[config.mk]
export PLATFORM = sky130hd
export DESIGN_NAME = irq_ctrl_v1
export DESIGN_NICKNAME = d
export VERILOG_FILES = /design/src/rtl/irq_ctrl_v1.sv
export SDC_FILE = /design/constraint.sdc
export NUM_CORES = 1
export LEC_CHECK = 0
export ABC_CLOCK_PERIOD_IN_PS = 2100
export BUFFER_PORTS_ARGS = -buffer_cell sky130_fd_sc_hd__buf_4
export CAP_MARGIN = 15
export CORE_UTILIZATION = 45
export CTS_CLUSTER_DIAMETER = 120
export DETAILED_ROUTE_END_ITERATION = 7
export HOLD_SLACK_MARGIN = 0.03
export PLACE_DENSITY = 0.78
export SYNTH_ARGS = -nofsm -noshare
export SYNTH_HDL_FRONTEND = slang
export SYNTH_SLANG_ARGS = --single-unit
[constraint.sdc]
create_clock -name sys_clk -period 2.1 [get_ports sys_clk]
set_input_delay 0.105 -clock sys_clk [delete_from_list [all_inputs] [get_ports sys_clk]]
set_output_delay 0.105 -clock sys_clk [all_outputs]
set_load 0.01 [all_outputs]
[src/rtl/irq_ctrl_v1.sv]
// irq_ctrl_v1: SFR-mapped interrupt controller.
// Peripheral event lines are edge-detected into sticky flags. The flags are
// masked by per-source and global enables, and the lowest pending index wins.
// A three-state FSM runs the req/ack/done handshake with the CPU. Only one
// interrupt can be in service at a time.
module irq_ctrl_v1 #(
    parameter int                    DATA_WIDTH = 32,
    parameter int                    ADDR_WIDTH = 32,
    parameter logic [ADDR_WIDTH-1:0] BASE_ADDR  = 32'hFFFFF854,
    parameter int                    N_SRC      = 12,
    parameter int                    ID_WIDTH   = (N_SRC > 1) ? $clog2(N_SRC) : 1
) (
    input  logic                  sys_clk,
    input  logic                  sys_rst_n,
    input  logic [ADDR_WIDTH-1:0] sys_addr,
    input  logic                  sys_wr_en,
    input  logic [DATA_WIDTH-1:0] sys_sw_value,
    output logic [DATA_WIDTH-1:0] sfr_rd_dout,
    input  logic [N_SRC-1:0]      irq_src,
    input  logic                  irq_ack,
    input  logic                  irq_done,
    output logic                  irq_req,
    output logic [ID_WIDTH-1:0]   irq_id,
    output logic                  irq_active
);

    localparam logic [ADDR_WIDTH-1:0] ADDR_IEN  = BASE_ADDR;
    localparam logic [ADDR_WIDTH-1:0] ADDR_IFLG = BASE_ADDR + ADDR_WIDTH'(4);
    localparam logic [ADDR_WIDTH-1:0] ADDR_ICON = BASE_ADDR + ADDR_WIDTH'(8);
    localparam logic [ADDR_WIDTH-1:0] ADDR_IVEC = BASE_ADDR + ADDR_WIDTH'(12);

    typedef enum logic [1:0] {
        ST_IDLE    = 2'd0,
        ST_REQ     = 2'd1,
        ST_SERVICE = 2'd2
    } state_t;

    state_t              state_reg, state_next;
    logic [ID_WIDTH-1:0] id_reg, id_next;
    logic [N_SRC-1:0]    ien_reg;
    logic [N_SRC-1:0]    iflg_reg;
    logic [N_SRC-1:0]    src_prev_reg;
    logic                gie_reg;

    logic [N_SRC-1:0]    src_rise;
    logic [N_SRC-1:0]    sw_clr;
    logic [N_SRC-1:0]    ack_clr;
    logic [N_SRC-1:0]    pend;
    logic [ID_WIDTH-1:0] winner;
    logic                ack_fire;
    logic                sel_ien, sel_iflg, sel_icon, sel_ivec;

    // Write-data bits above N_SRC and above bit 0 of ICON are intentionally ignored.
    logic unused_wdata;
    assign unused_wdata = ^sys_sw_value;

    assign sel_ien  = (sys_addr == ADDR_IEN);
    assign sel_iflg = (sys_addr == ADDR_IFLG);
    assign sel_icon = (sys_addr == ADDR_ICON);
    assign sel_ivec = (sys_addr == ADDR_IVEC);

    assign src_rise = irq_src & ~src_prev_reg;
    assign sw_clr   = (sys_wr_en && sel_iflg) ? sys_sw_value[N_SRC-1:0] : '0;
    assign ack_fire = (state_reg == ST_REQ) && irq_ack;
    assign pend     = iflg_reg & ien_reg & {N_SRC{gie_reg}};

    // Ack clears only the flag of the id that was presented to the CPU.
    for (genvar gi = 0; gi < N_SRC; gi++) begin : g_ack_clr
        assign ack_clr[gi] = ack_fire && (id_reg == ID_WIDTH'(gi));
    end

    // Fixed priority: the scan runs downwards, so the lowest pending index wins.
    always_comb begin
        winner = '0;
        for (int i = N_SRC - 1; i >= 0; i--) begin
            if (pend[i]) winner = ID_WIDTH'(i);
        end
    end

    // Registers, edge history and flags. A new edge beats a same-cycle clear.
    always_ff @(posedge sys_clk or negedge sys_rst_n) begin
        if (!sys_rst_n) begin
            ien_reg      <= '0;
            iflg_reg     <= '0;
            src_prev_reg <= '0;
            gie_reg      <= 1'b0;
        end else begin
            src_prev_reg <= irq_src;
            iflg_reg     <= (iflg_reg & ~sw_clr & ~ack_clr) | src_rise;
            if (sys_wr_en && sel_ien)  ien_reg <= sys_sw_value[N_SRC-1:0];
            if (sys_wr_en && sel_icon) gie_reg <= sys_sw_value[0];
        end
    end

    // FSM state and id register.
    always_ff @(posedge sys_clk or negedge sys_rst_n) begin
        if (!sys_rst_n) begin
            state_reg <= ST_IDLE;
            id_reg    <= '0;
        end else begin
            state_reg <= state_next;
            id_reg    <= id_next;
        end
    end

    // Next state: REQ tracks the winner until ack. Ack beats withdraw in the same cycle.
    always_comb begin
        state_next = state_reg;
        id_next    = id_reg;
        case (state_reg)
            ST_IDLE: begin
                if (pend != '0) begin
                    state_next = ST_REQ;
                    id_next    = winner;
                end
            end
            ST_REQ: begin
                if (irq_ack) begin
                    state_next = ST_SERVICE;
                end else if (pend == '0) begin
                    state_next = ST_IDLE;
                end else begin
                    id_next = winner;
                end
            end
            ST_SERVICE: begin
                if (irq_done) state_next = ST_IDLE;
            end
            default: begin
                state_next = ST_IDLE;
            end
        endcase
    end

    assign irq_req    = (state_reg == ST_REQ);
    assign irq_active = (state_reg == ST_SERVICE);
    assign irq_id     = id_reg;

    // Read mux. It drives zero when nothing is addressed, so the outputs can be OR-ed onto the bus.
    always_comb begin
        sfr_rd_dout = '0;
        if (sel_ien)  sfr_rd_dout = DATA_WIDTH'(ien_reg);
        if (sel_iflg) sfr_rd_dout = DATA_WIDTH'(iflg_reg);
        if (sel_icon) sfr_rd_dout = DATA_WIDTH'({irq_active, gie_reg});
        if (sel_ivec) sfr_rd_dout = DATA_WIDTH'(id_reg);
    end

endmodule
After elaboration in Yosys (flattened, before gate mapping)
Index checks and enable logic that the tools add are counted.

word-level totals
  register bits after elaboration = 43
  latch bits = 0
  bits in writable memories = 0
  bits in read-only memories = 0
  input port bits = 81
  output and inout port bits = 38
  memories kept = 0

cells by class
  add/subtract/negate cells = 0
  multipliers = 0
  div/mod/pow operators = 0
  magnitude comparators = 0
  equality and inequality tests = 22
  shifts and indexed selects = 0
  multiplexer cells = 26
  bitwise gates (word level) = 9
  reductions and logical operators = 23

operators with widths
  kind                                                                      number
  32-bit == test (second input constant)                                    4
  32-bit two-way mux                                                        3
  12-bit bitwise AND                                                        5
  4-bit two-way mux                                                         15
  12-bit inverter                                                           3
  12-bit two-way mux                                                        2
  4-bit by 3-bit == test with 1-bit output (second input constant)          4
  4-bit == test (second input constant)                                     4
  1-bit logical AND                                                         16
  12-bit zero test                                                          1
  12-bit bitwise OR                                                         1
  12-bit nonzero test                                                       1
  4-bit by 2-bit == test with 1-bit output (second input constant)          2
  2-bit two-way mux                                                         4
  2-bit inequality test (second input constant)                             4
  4-bit one-hot mux with 2 select lines                                     1
  2-bit one-hot mux with 3 select lines                                     1
  4-bit by 1-bit == test with 1-bit output (second input constant)          1
  4-bit zero test                                                           1
  4-bit AND reduction                                                       1
  3-bit by 2-bit inequality test with 1-bit output (second input constant)  1
  3-bit AND reduction                                                       1
  2-bit by 1-bit == test with 1-bit output (second input constant)          1
  2-bit == test (second input constant)                                     1
  other kinds (2)                                                           2

Longest topological paths before layout
Gate-level depths: netlist (run 1).

  depth in word-level cells = 17
  depth in mapped cells = 6
  mapped depth without buffers = 5

Worst setup path before layout (run 1)
OpenSTA, ideal clock, no wires.

  path type = flip-flop to flip-flop
  from = register iflg_reg[7]
  to = register id_reg[1] (netlist: irq_id[1])
  setup time = 0.120 ns
  arrival = 1.465 ns
  required time = 1.980 ns
  path slack = 0.515 ns
  cell stages (with the launch flop) = 6
  path buffers = 0
  path through = dfrtp_1 -> a22oi_1 -> a41oi_1 -> o31ai_4 -> inv_1 -> a31o_2

between the ends
  cells in the longest elaborated chain, start to end = 13
  elaborated cells between the ends (all ways) = 19
  classes of those cells = eq/ne: 2; mux: 12; bitwise: 2; reduce/logical: 3

ends and longest elaborated chain
  what                                   RTL line  source
  from (decl)                            41        logic [N_SRC-1:0] iflg_reg;
  from (signal assigned)                 89        iflg_reg <= (iflg_reg & ~sw_clr & ~ack_clr) | src_rise;
  12-bit bitwise AND (*) (2 in a row)    65        assign pend = iflg_reg & ien_reg & {N_SRC{gie_reg}};
  4-bit two-way mux (8 in a row)         76        if (pend[i]) winner = ID_WIDTH'(i);
  4-bit two-way mux                      120       end else if (pend == '0) begin
  4-bit two-way mux                      118       if (irq_ack) begin
  4-bit one-hot mux with 2 select lines  110       case (state_reg)
  to (signal assigned)                   102       id_reg <= id_next;
  to (decl)                              39        logic [ID_WIDTH-1:0] id_reg, id_next;

Mark *: on every way between the ends. The rest lies on a longest branch, timed or not. The select of a mux whose other input is x is not followed.
A chain may end at the register's enable or synchronous reset.

Worst setup path in the final report (run 1)
  from = register ien_reg[7]
  to = register id_reg[1] (netlist: irq_id[1])

between the ends
  cells in the longest elaborated chain, start to end = 13
  elaborated cells between the ends (all ways) = 19
  classes of those cells = eq/ne: 2; mux: 12; bitwise: 2; reduce/logical: 3

ends and longest elaborated chain
  what                                   RTL line  source
  from (decl)                            40        logic [N_SRC-1:0] ien_reg;
  from (signal assigned)                 90        if (sys_wr_en && sel_ien) ien_reg <= sys_sw_value[N_SRC-1:0];
  12-bit bitwise AND (*) (2 in a row)    65
  4-bit two-way mux (8 in a row)         76
  4-bit two-way mux                      120
  4-bit two-way mux                      118
  4-bit one-hot mux with 2 select lines  110

Marks and branches as above.

==> impl_metrics.env, run 1 <==
export IMPL_hold_violations=0
export IMPL_p_seq_share_pct=47.3
export IMPL_first_pass_iters=5
export IMPL_core_rowCount=26
export IMPL_final_nets=437
export IMPL_regToRegEndpoint="irq_id[1]"
export IMPL_antenna_left=0
export IMPL_vias=2259
export IMPL_arrival_ps=2060
export IMPL_antenna_found_initial=0
export IMPL_start_util_pct=47.80
export IMPL_rsz0062_at_grt="false"
export IMPL_cp_start_kind="register"
export IMPL_p_sw_w=0.0003692
export IMPL_period_minus_slack_ps=1875
export IMPL_dieWidth_um=76.59
export IMPL_vias_per_cell=5.290
export IMPL_synth_edf_count=0
export IMPL_power_density_nw_per_um2=527.3
export IMPL_grt_overflow_total=0
export IMPL_synthDistinctLibCells=46
export IMPL_num_io_pins=119
export IMPL_multi_input_area_sq_um=1207
export IMPL_p_int_w=0.001410
export IMPL_htreeDepth=2
export IMPL_track_usage_pct=22.78
export IMPL_gp_congestion=0.8709
export IMPL_min_to="ien_reg[11]"
export IMPL_drt_iter0_drc=126
export IMPL_netlist_instances=259
export IMPL_crit_required_ps=2290
export IMPL_whs_path_depth=2
export IMPL_seq_area_frac_synth_pct=42.98
export IMPL_combPwrFrac_pct=9.7
export IMPL_crit_type="reg -> reg"
export IMPL_maxSlewHeadroom_pct=63.26
export IMPL_register_area_sq_um=1076
export IMPL_clk_pin_slew_ps=90
export IMPL_sw_frac_of_total_pct=20.75
export IMPL_wl_um=6435
export IMPL_cts_root_buf="clkbuf_8"
export IMPL_cts_sinks=43
export IMPL_cts_tree="yes"
export IMPL_cts_buffer_depth=2
export IMPL_cp_max_fo=6
export IMPL_yosysWarnings=0
export IMPL_placedCellCount=406
export IMPL_p_leak_nw=1.570
export IMPL_maxCapViolCount=0
export IMPL_wl_per_cell_um=15.07
export IMPL_finalSetupViolCount=0
export IMPL_grt_pass1_vias=2228
export IMPL_diodes=0
export IMPL_cts_buffers=5
export IMPL_fp_coreArea_sq_um=5238
export IMPL_postCtsSetupRepairBufs=0
export IMPL_drc=0
export IMPL_grt_max_degree=44
export IMPL_stdcell_count=427
export IMPL_ir_worst_vdd_uv=473.0
export IMPL_rrSetupSlack_ps=230
export IMPL_min_from="sys_sw_value[11]"
export IMPL_fmax_mhz=533.4
export IMPL_dieArea_sq_um=5866
export IMPL_worstSetupEndpointType="register"
export IMPL_post_dp_hpwl_um=4753
export IMPL_die_y_um=76.59
export IMPL_reg2reg_depth=5
export IMPL_fill_cells=459
export IMPL_slew_violations=0
export IMPL_r2r_start="ien_reg[7]"
export IMPL_final_layout_size_suffix_gt1_share_pct=31.93
export IMPL_finalCritPeriodShare_pct=89.28
export IMPL_async_flop_share_pct=100.0
export IMPL_synth_area_sq_um=2504
export IMPL_synth_flop_cell="dfrtp_1"
export IMPL_io_buffers=78
export IMPL_ys_seq_elements=43
export IMPL_syn_area_per_cell_sq_um=9.667
export IMPL_worstMarginPinSlew_ps=551.1
export IMPL_outcome="complete, no violations"
export IMPL_hp_class="in -> reg"
export IMPL_grt_pass1_wl_um=10500
export IMPL_areaGrowthSynthToFinish_pct=34.78
export IMPL_tns_ps=0
export IMPL_skew_ps=6.787
export IMPL_clk_latency_ps=300
export IMPL_clock_power_share_pct=43.0
==> power groups by stage <==
stage / sequential [W] / clock [W] / combinational (W)
2_1_floorplan: 0.000858 / 0 / 0.0000653
3_3_place_gp: 0.000858 / 0 / 0.000150
3_5_place_dp: 0.000859 / 0 / 0.000154
4_1_cts: 0.000842 / 0.000779 / 0.000173
5_1_grt: 0.000843 / 0.000813 / 0.000189
6_report: 0.000842 / 0.000765 / 0.000172
==> cells in the final DEF, fill, tap and decap left out, types with 5 or more instances in the layout <==
master          n
o22ai_1        12
o21ai_0        14
a21oi_1         6
nand2_1        21
clkbuf_8        5
inv_1          27
mux2_4         10
a22oi_1        15
dfrtp_1        43
dlygate4sd3_1  13
nand4_1         5
nor2_1         18
buf_4          82
nor3_1         14
conb_1         20
==> critical path: stages, from the launching register on <==
cell and delay, ps:
dfrtp_1 430, a22oi_1 350, a41oi_1 270, o31ai_4 390
inv_1 120, a31o_2 210
==> worst max path at each step <==
| stage | start | to | slack, ps | cells past startpoint |
|---|---|---|---|---|
| after detailed placement | ien_reg[7] | irq_id[1] | 260 | 5 |
| after CTS | ien_reg[7] | irq_id[1] | 230 | 5 |
| after global routing | iflg_reg[7] | irq_id[1] | 80 | 5 |
| after global placement | ien_reg[7] | irq_id[1] | 330 | 5 |
| final | ien_reg[7] | irq_id[1] | 230 | 5 |
| after floorplan | iflg_reg[7] | irq_id[1] | 510 | 5 |
==> cells by family (layout without fill, tap and decap cells) <==
logic type             after synthesis  in the layout  synth area share (%)
flip-flops                          43             43                 42.98
buffers and inverters               52            131                 11.64
multiplexers                        13             13                 7.296
other                                1             20                0.1498
AND/OR/NAND/NOR                     87             87                 20.29
AO/OA/AOI/OAI                       63             63                 17.64
==> layout make-up <==
cell class	instances	share of cell area (%)
Clock buffer	5	2.039
Tap cell	70	2.595
Sequential cell	43	31.89
Clock inverter	3	2.002
Timing Repair Buffer	96	22.69
Inverter	27	3.003
Multi-Input combinational cell	183	35.78
==> stage by stage <==
step,hold slack [ps],total power (W),utilization (%),worst slack (ps),cell area [sq um]
3_5_place_dp,133.0,0.001012,59.34,256.5,3108
5_1_grt,31.04,0.001844,64.43,75.89,3374
6_report,40.04,0.001779,64.43,225.2,3374
3_3_place_gp,120.1,0.001008,59.34,327.8,3108
4_1_cts,34.39,0.001794,64.43,231.4,3374
2_1_floorplan,-190.6,0.0009232,-,514.5,2575
==> cell usage after synthesis (5+ instances only) <==
library cell  instances  share of area [%]
dfrtp_1              43                 43
inv_1                27                4.0
buf_4                21                6.3
nand2_1              21                3.1
nor2_1               18                2.7
a22oi_1              15                4.5
nor3_1               14                2.8
o21ai_0              14                2.8
o22ai_1              12                3.0
mux2_4               10                6.0
a21oi_1               6                1.2
nand4_1               5                1.2
==> repair_timing <==
| action | 4_1_cts | 5_1_grt |
|---|---|---|
| endpoints found under the hold margin | 55 | 0 |
| hold buffers | 13 | 0 |
| gates resized for setup | 0 | 0 |
==> layer usage <==
metal	wire [um]	track usage [%]
met1	2702	27.11
met2	3083	39.10
met3	485	5.269
met4	163	10.00
met5	0	0
Note: power is estimated with default switching activity, not from simulation.
==> run 2: changes to the inputs <==
--- a/config.mk
+++ b/config.mk
@@ -8,7 +8,9 @@
 export ABC_CLOCK_PERIOD_IN_PS = 2100
 export BUFFER_PORTS_ARGS = -buffer_cell sky130_fd_sc_hd__buf_4
 export CAP_MARGIN = 15
+export CORE_MARGIN = 8
 export CORE_UTILIZATION = 45
+export CTS_BUF_LIST = sky130_fd_sc_hd__clkbuf_4 sky130_fd_sc_hd__clkbuf_8
 export CTS_CLUSTER_DIAMETER = 120
 export DETAILED_ROUTE_END_ITERATION = 7
 export HOLD_SLACK_MARGIN = 0.03
==> impl_metrics.env, run 2 (synthesis gave the netlist of run 1 again) <==
export IMPL_cts_sinks=43
export IMPL_post_dp_hpwl_um=5478
export IMPL_r2r_start="ien_reg[7]"
export IMPL_maxCapViolCount=0
export IMPL_hp_class="in -> reg"
export IMPL_cts_root_buf="clkbuf_8"
export IMPL_grt_pass1_vias=2430
export IMPL_num_io_pins=119
export IMPL_cts_buffers=5
export IMPL_die_y_um=90.59
export IMPL_final_nets=437
export IMPL_cts_tree="yes"
export IMPL_fin_area_sq_um=3317
export IMPL_finalSetupViolCount=0
export IMPL_wl_per_cell_um=16.61
export IMPL_areaGrowthSynthToFinish_pct=32.48
export IMPL_track_usage_pct=17.14
export IMPL_cp_start_kind="register"
export IMPL_gp_congestion=0.8335
export IMPL_start_util_pct=46.03
export IMPL_drt_iter0_drc=175
export IMPL_dieArea_sq_um=8207
export IMPL_wl_um=7091
export IMPL_combPwrFrac_pct=11.4
export IMPL_cp_max_fo=6
export IMPL_cts_buffer_depth=2
export IMPL_clk_pin_slew_ps=80
export IMPL_power_density_nw_per_um2=455.7
export IMPL_skew_ps=5.908
export IMPL_worstMarginPinSlew_ps=546.9
export IMPL_maxSlewHeadroom_pct=63.54
export IMPL_clock_power_share_pct=32.8
export IMPL_holdWs_ps=42.92
export IMPL_vias_per_cell=5.316
export IMPL_finalCritPeriodShare_pct=88.82
export IMPL_htreeDepth=2
export IMPL_sw_frac_of_total_pct=22.52
export IMPL_min_from="sys_sw_value[3]"
export IMPL_crit_start="ien_reg[7]"
export IMPL_vias=2270
export IMPL_p_leak_nw=1.546
export IMPL_antenna_left=0
export IMPL_outcome="complete, no violations"
export IMPL_ir_worst_vdd_uv=353.1
export IMPL_io_buffers=78
export IMPL_first_pass_iters=4
export IMPL_antenna_found_initial=0
export IMPL_grt_pass1_wl_um=11610
export IMPL_core_rowCount=27
export IMPL_p_seq_share_pct=55.7
export IMPL_rsz0062_at_grt="false"
export IMPL_placedCellCount=408
export IMPL_crit_required_ps=2290
export IMPL_diodes=0
export IMPL_drc=0
export IMPL_p_int_w=0.001171
export IMPL_dieWidth_um=90.59
export IMPL_grt_overflow_total=0
export IMPL_tns_ps=0
export IMPL_arrival_ps=2050
export IMPL_period_minus_slack_ps=1865
export IMPL_fp_coreArea_sq_um=5439
export IMPL_crit_type="reg -> reg"
export IMPL_clk_latency_ps=290
export IMPL_final_cell_mix="82 x buf_4, 43 x dfrtp_1, 27 x inv_1"
export IMPL_final_layout_size_suffix_gt1_share_pct=31.55
export IMPL_grt_max_degree=44
export IMPL_worstSetupEndpointType="register"
export IMPL_dpl_cell_area_sq_um=3110
export IMPL_fmax_mhz=536.1
export IMPL_hold_violations=0
export IMPL_stdcell_count=427
export IMPL_layout_commonest_cell="buf_4"
export IMPL_p_sw_w=0.0003404
export IMPL_power_w=0.001512
export IMPL_slew_violations=0
[run 2: cell types whose count changed in the layout (fill, tap and decap cells not counted), sizes merged]
cell / before / now
clkbuf: 5 / 6
clkinvlp: 1 / 0
bufinv: 2 / 0
[run 2: area by class of cell]
| class | instances | area [sq um] |
|---|---|---|
| Multi-Input combinational cell | 183 | 1207 |
| Tap cell | 72 | 90.09 |
| Clock buffer | 6 | 76.32 |
| Inverter | 27 | 101.3 |
| Timing Repair Buffer | 96 | 765.7 |
| Fill cell | 475 | 2122 |
| Sequential cell | 43 | 1076 |
[run 2: what timing repair did]
| action | CTS | global route |
|---|---|---|
| hold endpoints to repair | 55 | 0 |
| hold buffers | 13 | 0 |
| setup buffers | 0 | 0 |
| gates resized for setup | 0 | 0 |
[run 2: layer usage]
metal  track usage, %  up-vias  routed length [um]
li1                 -     1071                   -
met1            19.50     1080                3052
met2            29.72      107                3364
met3            5.819       12                 569
met4            4.577        0                 105
met5                0        -                   0
[run 2: path summary, 6_finish.rpt]
path / end / slack [ps] / cells past startpoint
worst max-delay path: irq_id[1] / 230 / 5
worst min-delay path: ien_reg[3] / 40 / 2
worst max register to register: irq_id[1] / 230 / 5
worst min register to register: iflg_reg[3] / 430 / 1
max in group asynchronous: ien_reg[2] / 1390 / 2
min in group asynchronous: src_prev_reg[7] / 340 / 2
[run 2: power groups by stage]
stage | Sequential [W] | Combinational [W] | Clock [W]
floorplan | 0.000858 | 0.0000653 | 0
global placement | 0.000858 | 0.000150 | 0
detailed placement | 0.000859 | 0.000154 | 0
CTS | 0.000843 | 0.000173 | 0.000499
global route | 0.000843 | 0.000191 | 0.000537
finish | 0.000843 | 0.000173 | 0.000496
[run 2: per-stage QoR]
step                      utilization (%)  worst slack, ps
after global routing                60.98            126.2
after global placement              57.19            338.4
after floorplan                         -            514.5
after detailed placement            57.19            264.8
final                               60.98            234.8
after CTS                           60.98            245.4
[run 2: critical path: stages, from the launching register on]
cell	delay, ps
dfrtp_1	420
a22oi_1	360
a41oi_1	260
o31ai_4	380
inv_1	120
a31o_2	220
==> run 3: changes to the inputs <==
--- a/config.mk
+++ b/config.mk
@@ -5,7 +5,7 @@
 export SDC_FILE = /design/constraint.sdc
 export NUM_CORES = 1
 export LEC_CHECK = 0
-export ABC_CLOCK_PERIOD_IN_PS = 2100
+export ABC_CLOCK_PERIOD_IN_PS = 1900
 export BUFFER_PORTS_ARGS = -buffer_cell sky130_fd_sc_hd__buf_4
 export CAP_MARGIN = 15
 export CORE_MARGIN = 8
==> constraint.sdc (replaced) <==
create_clock -name sys_clk -period 1.9 [get_ports sys_clk]
set_input_delay 0.095 -clock sys_clk [delete_from_list [all_inputs] [get_ports sys_clk]]
set_output_delay 0.095 -clock sys_clk [all_outputs]
set_load 0.01 [all_outputs]
==> impl_metrics.env, run 3 (synthesis gave the netlist of run 1 again) <==
export IMPL_die_y_um=90.59
export IMPL_final_layout_size_suffix_gt1_share_pct=32.60
export IMPL_cp_start_kind="register"
export IMPL_regToRegEndpoint="irq_id[1]"
export IMPL_period_minus_slack_ps=1772
export IMPL_fin_area_sq_um=3385
export IMPL_post_cts_resized=0
export IMPL_ir_worst_vdd_uv=372.8
export IMPL_cts_tree="yes"
export IMPL_grt_overflow_total=0
export IMPL_rsz0062_at_grt="false"
export IMPL_finalSetupViolCount=0
export IMPL_r2r_start="ien_reg[7]"
export IMPL_reg2reg_depth=6
export IMPL_drt_iter0_drc=166
export IMPL_htreeDepth=2
export IMPL_cts_buffer_depth=2
export IMPL_cp_max_fo=5
export IMPL_dpl_cell_area_sq_um=3141
export IMPL_fmax_mhz=564.3
export IMPL_hp_class="in -> reg"
export IMPL_dieArea_sq_um=8207
export IMPL_antenna_found_initial=0
export IMPL_wl_um=7109
export IMPL_areaGrowthSynthToFinish_pct=35.18
export IMPL_dieWidth_um=90.59
export IMPL_min_from="sys_sw_value[0]"
export IMPL_crit_required_ps=2140
export IMPL_worstMarginPinSlew_ps=541.6
export IMPL_drc=0
export IMPL_min_to="ien_reg[0]"
export IMPL_cts_root_buf="clkbuf_8"
export IMPL_final_cell_mix="86 x buf_4, 43 x dfrtp_1, 27 x inv_1"
export IMPL_tns_ps=0
export IMPL_cts_hold_buf=13
export IMPL_clk_pin_slew_ps=80
export IMPL_cts_sinks=43
export IMPL_diodes=0
export IMPL_num_io_pins=119
export IMPL_worstSetupEndpointType="register"
export IMPL_layout_commonest_cell="buf_4"
export IMPL_outcome="complete, no violations"
export IMPL_maxCapViolCount=0
export IMPL_post_dp_hpwl_um=5481
export IMPL_io_buffers=78
export IMPL_whs_path_depth=2
export IMPL_hold_violations=0
export IMPL_antenna_left=0
export IMPL_register_area_sq_um=1076
export IMPL_arrival_ps=2010
export IMPL_slew_violations=0
export IMPL_cts_buffers=5
export IMPL_first_pass_iters=4
export IMPL_maxSlewHeadroom_pct=63.89
export IMPL_fp_coreArea_sq_um=5439
export IMPL_postCtsSetupRepairBufs=0
export IMPL_p_leak_nw=1.582
export IMPL_vias=2294
export IMPL_rrSetupSlack_ps=130
export IMPL_power_density_nw_per_um2=524.0
export IMPL_grt_max_degree=44
export IMPL_wl_per_cell_um=16.38
export IMPL_grt_pass1_wl_um=11630
export IMPL_finalCritPeriodShare_pct=93.27
export IMPL_crit_type="reg -> reg"
export IMPL_vias_per_cell=5.286
export IMPL_core_rowCount=27
export IMPL_skew_ps=4.802
export IMPL_crit_start="ien_reg[7]"
export IMPL_gp_congestion=0.8444
export IMPL_final_nets=442
export IMPL_start_util_pct=46.03
export IMPL_grt_pass1_vias=2490
export IMPL_fill_cells=474
export IMPL_clk_latency_ps=290
export IMPL_multi_input_area_sq_um=1207
export IMPL_track_usage_pct=17.10
## run 3: how the worst max path moves through the flow
stage                     slack, ps         endpoint
after CTS                       150        irq_id[1]
after global routing             40  sfr_rd_dout[10]
after detailed placement        180        irq_id[1]
after floorplan                 310        irq_id[1]
after global placement          210        irq_id[1]
final                           130        irq_id[1]
## run 3: cell type report
type                       instances  area share [%]
timing repair buffer             101           23.81
tap                               72           2.662
sequential                        43           31.79
clock buffer                       8           3.068
inverter                          27           2.994
multi-input combinational        183           35.67
## run 3: metal layers
layer | GRT usage, % | part of all wire (%)
met5 | 0 | 0
met4 | 5.132 | 1.1
met3 | 5.154 | 7.9
met2 | 29.05 | 48
met1 | 20.16 | 43
## run 3: power by group
part	leakage, nW	switching (W)	internal (W)	total [W]
Combinational	1.02	0.0000853	0.000109	0.000195
Sequential	0.505	0.00000393	0.000927	0.000931
Clock	0.0549	0.000302	0.000346	0.000648
## run 3: worst max-delay path, stage by stage (launching register included)
cell	delay [ps]
dfrtp_1	420
a22oi_1	360
a41oi_1	260
o31ai_4	300
buf_4	170
and2_1	120
a31o_2	90
## run 3: stage by stage
stage,util [%],hold slack [ps],setup slack (ps),total power (W),cells
floorplan,-,-200.6,314.5,0.001020,278
detailed placement,57.74,120.7,180.2,0.001121,412
finish,62.23,39.40,127.8,0.001774,434
global route,62.23,30.46,41.73,0.001841,434
CTS,62.04,33.54,146.9,0.001780,433
global placement,57.74,110.7,206.0,0.001114,412
